## config.mk

```make
export PLATFORM = sky130hd
export DESIGN_NAME = unified_mem_arbiter
export DESIGN_NICKNAME = d
export VERILOG_FILES = /design/src/rtl/unified_mem_arbiter.sv
export SDC_FILE = /design/constraint.sdc
export NUM_CORES = 1
export LEC_CHECK = 0
export CORE_UTILIZATION = 35
export DETAILED_ROUTE_END_ITERATION = 16
export GPL_TIMING_DRIVEN = 0
export PLACE_DENSITY = 0.71
export REMOVE_ABC_BUFFERS = 1
export SLEW_MARGIN = 10
export SYNTH_ARGS = -nofsm -noshare
export SYNTH_HDL_FRONTEND = slang
export SYNTH_SLANG_ARGS = --single-unit
```

## constraint.sdc

```tcl
create_clock -name clk -period 9.5 [get_ports clk]
set_input_delay 1.9 -clock clk [delete_from_list [all_inputs] [get_ports clk]]
set_output_delay 1.9 -clock clk [all_outputs]
set_load 0.01 [all_outputs]
```

## src/rtl/unified_mem_arbiter.sv

```systemverilog
// Round-robin arbiter sharing the unified memory port between the core and the
// boot/debug loader: one transaction in flight, variable-latency handshake, timeout abort.
module unified_mem_arbiter #(
  parameter int AW      = 32,
  parameter int DW      = 32,
  parameter int TIMEOUT = 15
) (
  input  logic          clk,
  input  logic          reset,
  input  logic          core_req,
  input  logic          core_we,
  input  logic [AW-1:0] core_addr,
  input  logic [DW-1:0] core_wdata,
  output logic [DW-1:0] core_rdata,
  output logic          core_ack,
  output logic          core_stall,
  input  logic          ldr_req,
  input  logic          ldr_we,
  input  logic [AW-1:0] ldr_addr,
  input  logic [DW-1:0] ldr_wdata,
  output logic [DW-1:0] ldr_rdata,
  output logic          ldr_ack,
  output logic          mem_req,
  output logic          mem_we,
  output logic [AW-1:0] mem_addr,
  output logic [DW-1:0] mem_wdata,
  input  logic [DW-1:0] mem_rdata,
  input  logic          mem_ready,
  output logic          grant_ldr,
  output logic          timeout_err
);

  localparam int CW = $clog2(TIMEOUT + 1);
  localparam logic [CW-1:0] CNT_LAST = CW'(TIMEOUT - 1);

  typedef enum logic [1:0] {IDLE, BUSY, DONE} state_t;

  state_t        state;
  logic          last_ldr;   // 1 = loader won the previous grant
  logic [CW-1:0] cnt;
  logic          pick_ldr;

  // Loader wins when it is alone, or on a conflict when the core was served last.
  always_comb begin
    pick_ldr = ldr_req & (~core_req | ~last_ldr);
  end

  assign core_stall = core_req & ~core_ack;

  // NOTE: non-blocking assignments so every register sees the same pre-edge values.
  always_ff @(posedge clk or posedge reset) begin
    if (reset) begin
      state       <= IDLE;
      last_ldr    <= 1'b1;
      cnt         <= '0;
      mem_req     <= 1'b0;
      mem_we      <= 1'b0;
      mem_addr    <= '0;
      mem_wdata   <= '0;
      core_rdata  <= '0;
      ldr_rdata   <= '0;
      core_ack    <= 1'b0;
      ldr_ack     <= 1'b0;
      grant_ldr   <= 1'b0;
      timeout_err <= 1'b0;
    end else begin
      case (state)
        IDLE: begin
          if (core_req | ldr_req) begin
            grant_ldr <= pick_ldr;
            last_ldr  <= pick_ldr;
            mem_req   <= 1'b1;
            mem_we    <= pick_ldr ? ldr_we    : core_we;
            mem_addr  <= pick_ldr ? ldr_addr  : core_addr;
            mem_wdata <= pick_ldr ? ldr_wdata : core_wdata;
            cnt       <= '0;
            state     <= BUSY;
          end
        end
        BUSY: begin
          if (mem_ready || cnt == CNT_LAST) begin
            // mem_we still carries the latched direction while in BUSY.
            if (!mem_ready) begin
              timeout_err <= 1'b1;
              if (grant_ldr) ldr_rdata  <= '0;
              else           core_rdata <= '0;
            end else if (!mem_we) begin
              if (grant_ldr) ldr_rdata  <= mem_rdata;
              else           core_rdata <= mem_rdata;
            end
            mem_req <= 1'b0;
            mem_we  <= 1'b0;
            if (grant_ldr) ldr_ack  <= 1'b1;
            else           core_ack <= 1'b1;
            state <= DONE;
          end else begin
            cnt <= cnt + CW'(1);
          end
        end
        DONE: begin
          core_ack <= 1'b0;
          ldr_ack  <= 1'b0;
          state    <= IDLE;
        end
        default: state <= IDLE;
      endcase
    end
  end

endmodule
```

==> results.md <==
Status:
- The flow ran to the end, and the final reports show no timing, DRC or antenna violations.

Logic synthesis:
- After synthesis, the share of cell area in mux cells is 10.91%.
- The sequential element share of the synthesized area is 58.30%.
- The count of yosys warnings during synthesis is 0.
- The compound-gate portion of the synthesized area is a little under a quarter.
- The number of enable flip-flop cells after synthesis is 0.
- The library cell with the highest instance count after synthesis is sky130_fd_sc_hd__dfrtp_1.
- After synthesis, the largest family of logic cells by area is compound AO/OA/AOI/OAI gates.
- By count the netlist is led by sky130_fd_sc_hd__dfrtp_1 (140), sky130_fd_sc_hd__o21ai_0 (92), sky130_fd_sc_hd__mux2i_1 (66).
- Summed over its instances, the top area cell type makes up between 50% and 60% of the synthesized netlist area.
- After synthesis, the mean cell area works out to ~12 sq um.
- The synthesized netlist cell count is slightly below 500.
- The xor and xnor fraction of the mapped netlist area is 0%.
- The biggest area contributor in the post-synthesis netlist is sky130_fd_sc_hd__dfrtp_1.
- In this run the cell area of the synthesized design comes to 0.006055 sq mm.
- In the synthesized netlist the async set-or-reset flop fraction comes to 100.0%.
- The netlist uses 40 different library cells.
- In the synthesized netlist the dominant register cell turns out to be sky130_fd_sc_hd__dfrtp_1.
- Ranked by total cell area, the synthesized netlist is headed by sky130_fd_sc_hd__dfrtp_1 (58%), sky130_fd_sc_hd__mux2i_1 (11%), sky130_fd_sc_hd__a32o_1 (11%).
- Synthesis inferred approximately 140 register bits.
- The area share of fa/ha/maj cells after synthesis is less than 1%.
- The area share of and/or/nand/nor cells after synthesis is under 10%.

Timing:
- The setup-violating endpoint count in the final report is 0.
- Setup repair after global routing left no endpoint under its margin.
- The final hold violation count is 0.
- The number of max-slew violations in the final report is 0.
- Clock skew on the completed layout was measured at roughly 7.3 ps.
- The summed negative setup slack over all endpoints is 0 ps.
- The upper clock frequency limit is between 150 and 200 MHz.
- Measured against its own limit, the worst slew margin works out to ~46%.
- The final clock period utilization by the worst path is around 55%.
- The worst path needs 5226 ps of the cycle, external delays included.
- The slew at the pin with the worst max-slew slack is ~800 ps.

Power and ir drop:
- The combinational group share of total power is ~45%.
- Registers are responsible for ~34% of the overall power.
- The analysis attributes to cell leakage a power of 4.051 nW.
- The worst-case IR drop observed on VDD is approximately 0.00013 V.
- The clock network accounts for 20.8% of the total power.
- Net switching is 33.91% of the power.
- Power spread over the standard cell area amounts to ~300 mW/mm^2.
- The internal power of the cells is 2.021 mW.
- The net switching component of the power is between 1 and 1.5 mW.

Route:
- Dividing the detail-routed via count by the number of cells gives around 5.4.
- The routed length on met1 is around 7500 um.
- For this block, the initial DRC count from the detailed router was between 200 and 300.
- The total via count in the routed design is about 5400.
- In this run the top signal layer used is met4.
- The amount of wire on met2 after detailed routing is 9431 um.
- The number of nets with antenna violations after detailed routing is 0.
- The routed length on met3 is between 1000 and 1500 um.
- Before antenna repair, the detailed router went through 5 iterations.
- The total detailed-routing wirelength is between 15000 and 20000 um.
- Dividing the detail-routed wire length by the instance count gives about 19 um.
- After detailed routing, the number of remaining DRC violations is 0.

Clocking:
- The root buffer cell is sky130_fd_sc_hd__clkbuf_16.
- In this run, CTS created clock tree buffers numbering 17.
- In this run the number of H-tree levels came out at 4.
- After clock tree synthesis, the clock-pin slew on the worst setup and hold paths is 60 ps.
- Post-CTS timing repair inserted 0 buffers for setup.
- The number of instances resized during post-cts repair is 0.
- The number of buffers inserted by hold repair at cts is 0.
- In this run the deepest clock path goes through 2 buffers.
- Counting every sink on the clock net gives 141.
- The latest clock arrival within the worst-skew pair is ~420 ps.
- TritonCTS built the clock tree.

Flow run:
- The tool flagged a number of max-cap violations equal to 0.

Setup path:
- Along the worst path, the maximum fanout reaches 5.
- The number of buffers and inverters on the critical path is 2.
- The path type of the worst setup path is in2out.
- The worst endpoint required time is ~7600 ps.
- The setup slack on the worst flop-to-flop path is ~7200 ps.
- The cell repeated most along the worst path is sky130_fd_sc_hd__clkdlybuf4s50_1.
- On the worst path, the slowest cell contributes a delay of between 600 and 700 ps.
- The critical path's slowest cell is sky130_fd_sc_hd__clkdlybuf4s50_1.
- The startpoint class of the critical path is an input pin.
- STA classifies the critical path endpoint as a primary output.
- The data arrival time of the critical path is ~3300 ps.
- The critical path goes through clkdlybuf4s50_1, nor2b_1, clkdlybuf4s50_1.
- The kind of cell with the highest combined delay on the critical path is buffers and inverters.

Die:
- The initialized floorplan defines between 40 and 50 standard-cell rows.
- Pin placement for this block handled between 300 and 400 I/O pins.
- For this configuration, the core starts out at a cell density of between 30% and 40%.
- The floorplan die height is between 100 and 150 um.
- The region available for standard cell placement spans between 0.015 and 0.02 sq mm.
- The horizontal die dimension is 133.5 um.
- The floorplan step defined a die boundary enclosing 0.01783 sq mm.

Placement:
- The number of placed instances, taps included, is 978.
- The routability-driven placement congestion ratio is 0.7762.
- The number of port buffers is roughly 300.
- Detailed placement ended at an HPWL of around 14000 um.

GRT:
- The number of antenna violations at the first check in global routing came to 0.
- The largest net degree at the start of global routing is roughly 80.
- The first global-routing pass estimated approximately 30000 um of wire.
- Global routing used between 20% and 30% of the available tracks.
- The number of global-route vias before repair was 5557.
- The total overflow reported by the global router is 0.

Cells and area:
- The antenna diode count is 0.
- The proportion of layout cells with a drive suffix above 1 is approximately 7%.
- Excluding fillers, the count of instances in the completed layout stands at 1010.
- The final layout net count is roughly 950.
- Compared with the post-synthesis result, the final layout area differs by 63.77%.
- The count of filler cells inserted in the layout is between 1000 and 1500.

Worst hold path:
- The path class of the lowest-slack min-delay path is reg2reg.
## flip-flops by register name, indices dropped and copies added, names as in the netlist, 2 cells and up
register    cells
core_rdata     32
ldr_rdata      32
mem_addr       32
mem_wdata      32
cnt             4
state           2
## logic make-up after synthesis
logic type / Yosys count
muxes: 66
adders and majority gates: 2
AOI/OAI and AO/OA: 211
DFF: 141
and+or+nand+nor: 21
buffers and inverters: 52
## power groups by stage
stage               sequential (mW)  combinational (mW)  clock [mW]
global placement               1.03                1.32           0
detailed placement             1.05                1.40           0
floorplan                      1.15               0.443           0
CTS                            1.04                1.40       0.651
global route                   1.07                1.49       0.675
finish                         1.04                1.39       0.635
## path summary, 6_finish.rpt
check | cells past startpoint | to | startpoint
min reg2reg | 1 | timeout_err$_DFFE_PP0P_ | timeout_err$_DFFE_PP0P_
max in group asynchronous | 3 | last_ldr$_DFFE_PP1P_ | reset
max reg2reg | 6 | core_rdata[21]$_DFFE_PP0P_ | cnt[0]$_DFFE_PP0P_
max | 3 | core_stall | core_req
min | 1 | timeout_err$_DFFE_PP0P_ | timeout_err$_DFFE_PP0P_
min in group asynchronous | 2 | mem_wdata[17]$_DFFE_PP0P_ | reset
## per-layer routing
metal,up-vias,track usage (%)
met2,309,36.55
li1,2456,-
met4,0,11.11
met3,43,4.947
met5,-,0
met1,2628,25.28
## area by class of cell
class	instances	area [sq um]	area share [%]
flip-flops and latches	141	3530	35.60
repair buffers	313	3252	32.79
inverters	4	20.02	0.2019
well taps	220	275.3	2.776
clock buffers	21	460.4	4.644
clock inverters	11	108.9	1.098
multi-input cells	300	2270	22.89
## cells in the final DEF (no fill, tap or decap), types with 4 or more instances in the layout
cell type,synthesis,routed
sky130_fd_sc_hd__clkbuf_16,0,17
sky130_fd_sc_hd__mux2i_1,66,66
sky130_fd_sc_hd__inv_6,0,4
sky130_fd_sc_hd__clkinvlp_4,0,4
sky130_fd_sc_hd__buf_12,0,6
sky130_fd_sc_hd__a32o_1,64,64
sky130_fd_sc_hd__o21ai_1,41,41
sky130_fd_sc_hd__clkdlybuf4s50_1,0,300
sky130_fd_sc_hd__nand3_1,4,4
sky130_fd_sc_hd__o21ai_0,92,92
sky130_fd_sc_hd__dfrtp_1,140,140
## per-stage QoR
| step | instance area, sq um | utilization (%) | power, mW | worst slack (ps) | hold slack [ps] |
|---|---|---|---|---|---|
| finish | 9916 | 59.16 | 3.058 | 4274 | 478.6 |
| detailed placement | 9345 | 55.76 | 2.444 | 4288 | 464.3 |
| floorplan | 5784 | - | 1.588 | 3820 | 493.2 |
| CTS | 9915 | 59.16 | 3.091 | 4273 | 477.8 |
| global route | 9916 | 59.16 | 3.232 | 4211 | 500.3 |
| global placement | 9072 | 54.13 | 2.349 | 2130 | 447.9 |
Power figures use the tool's default switching activity.
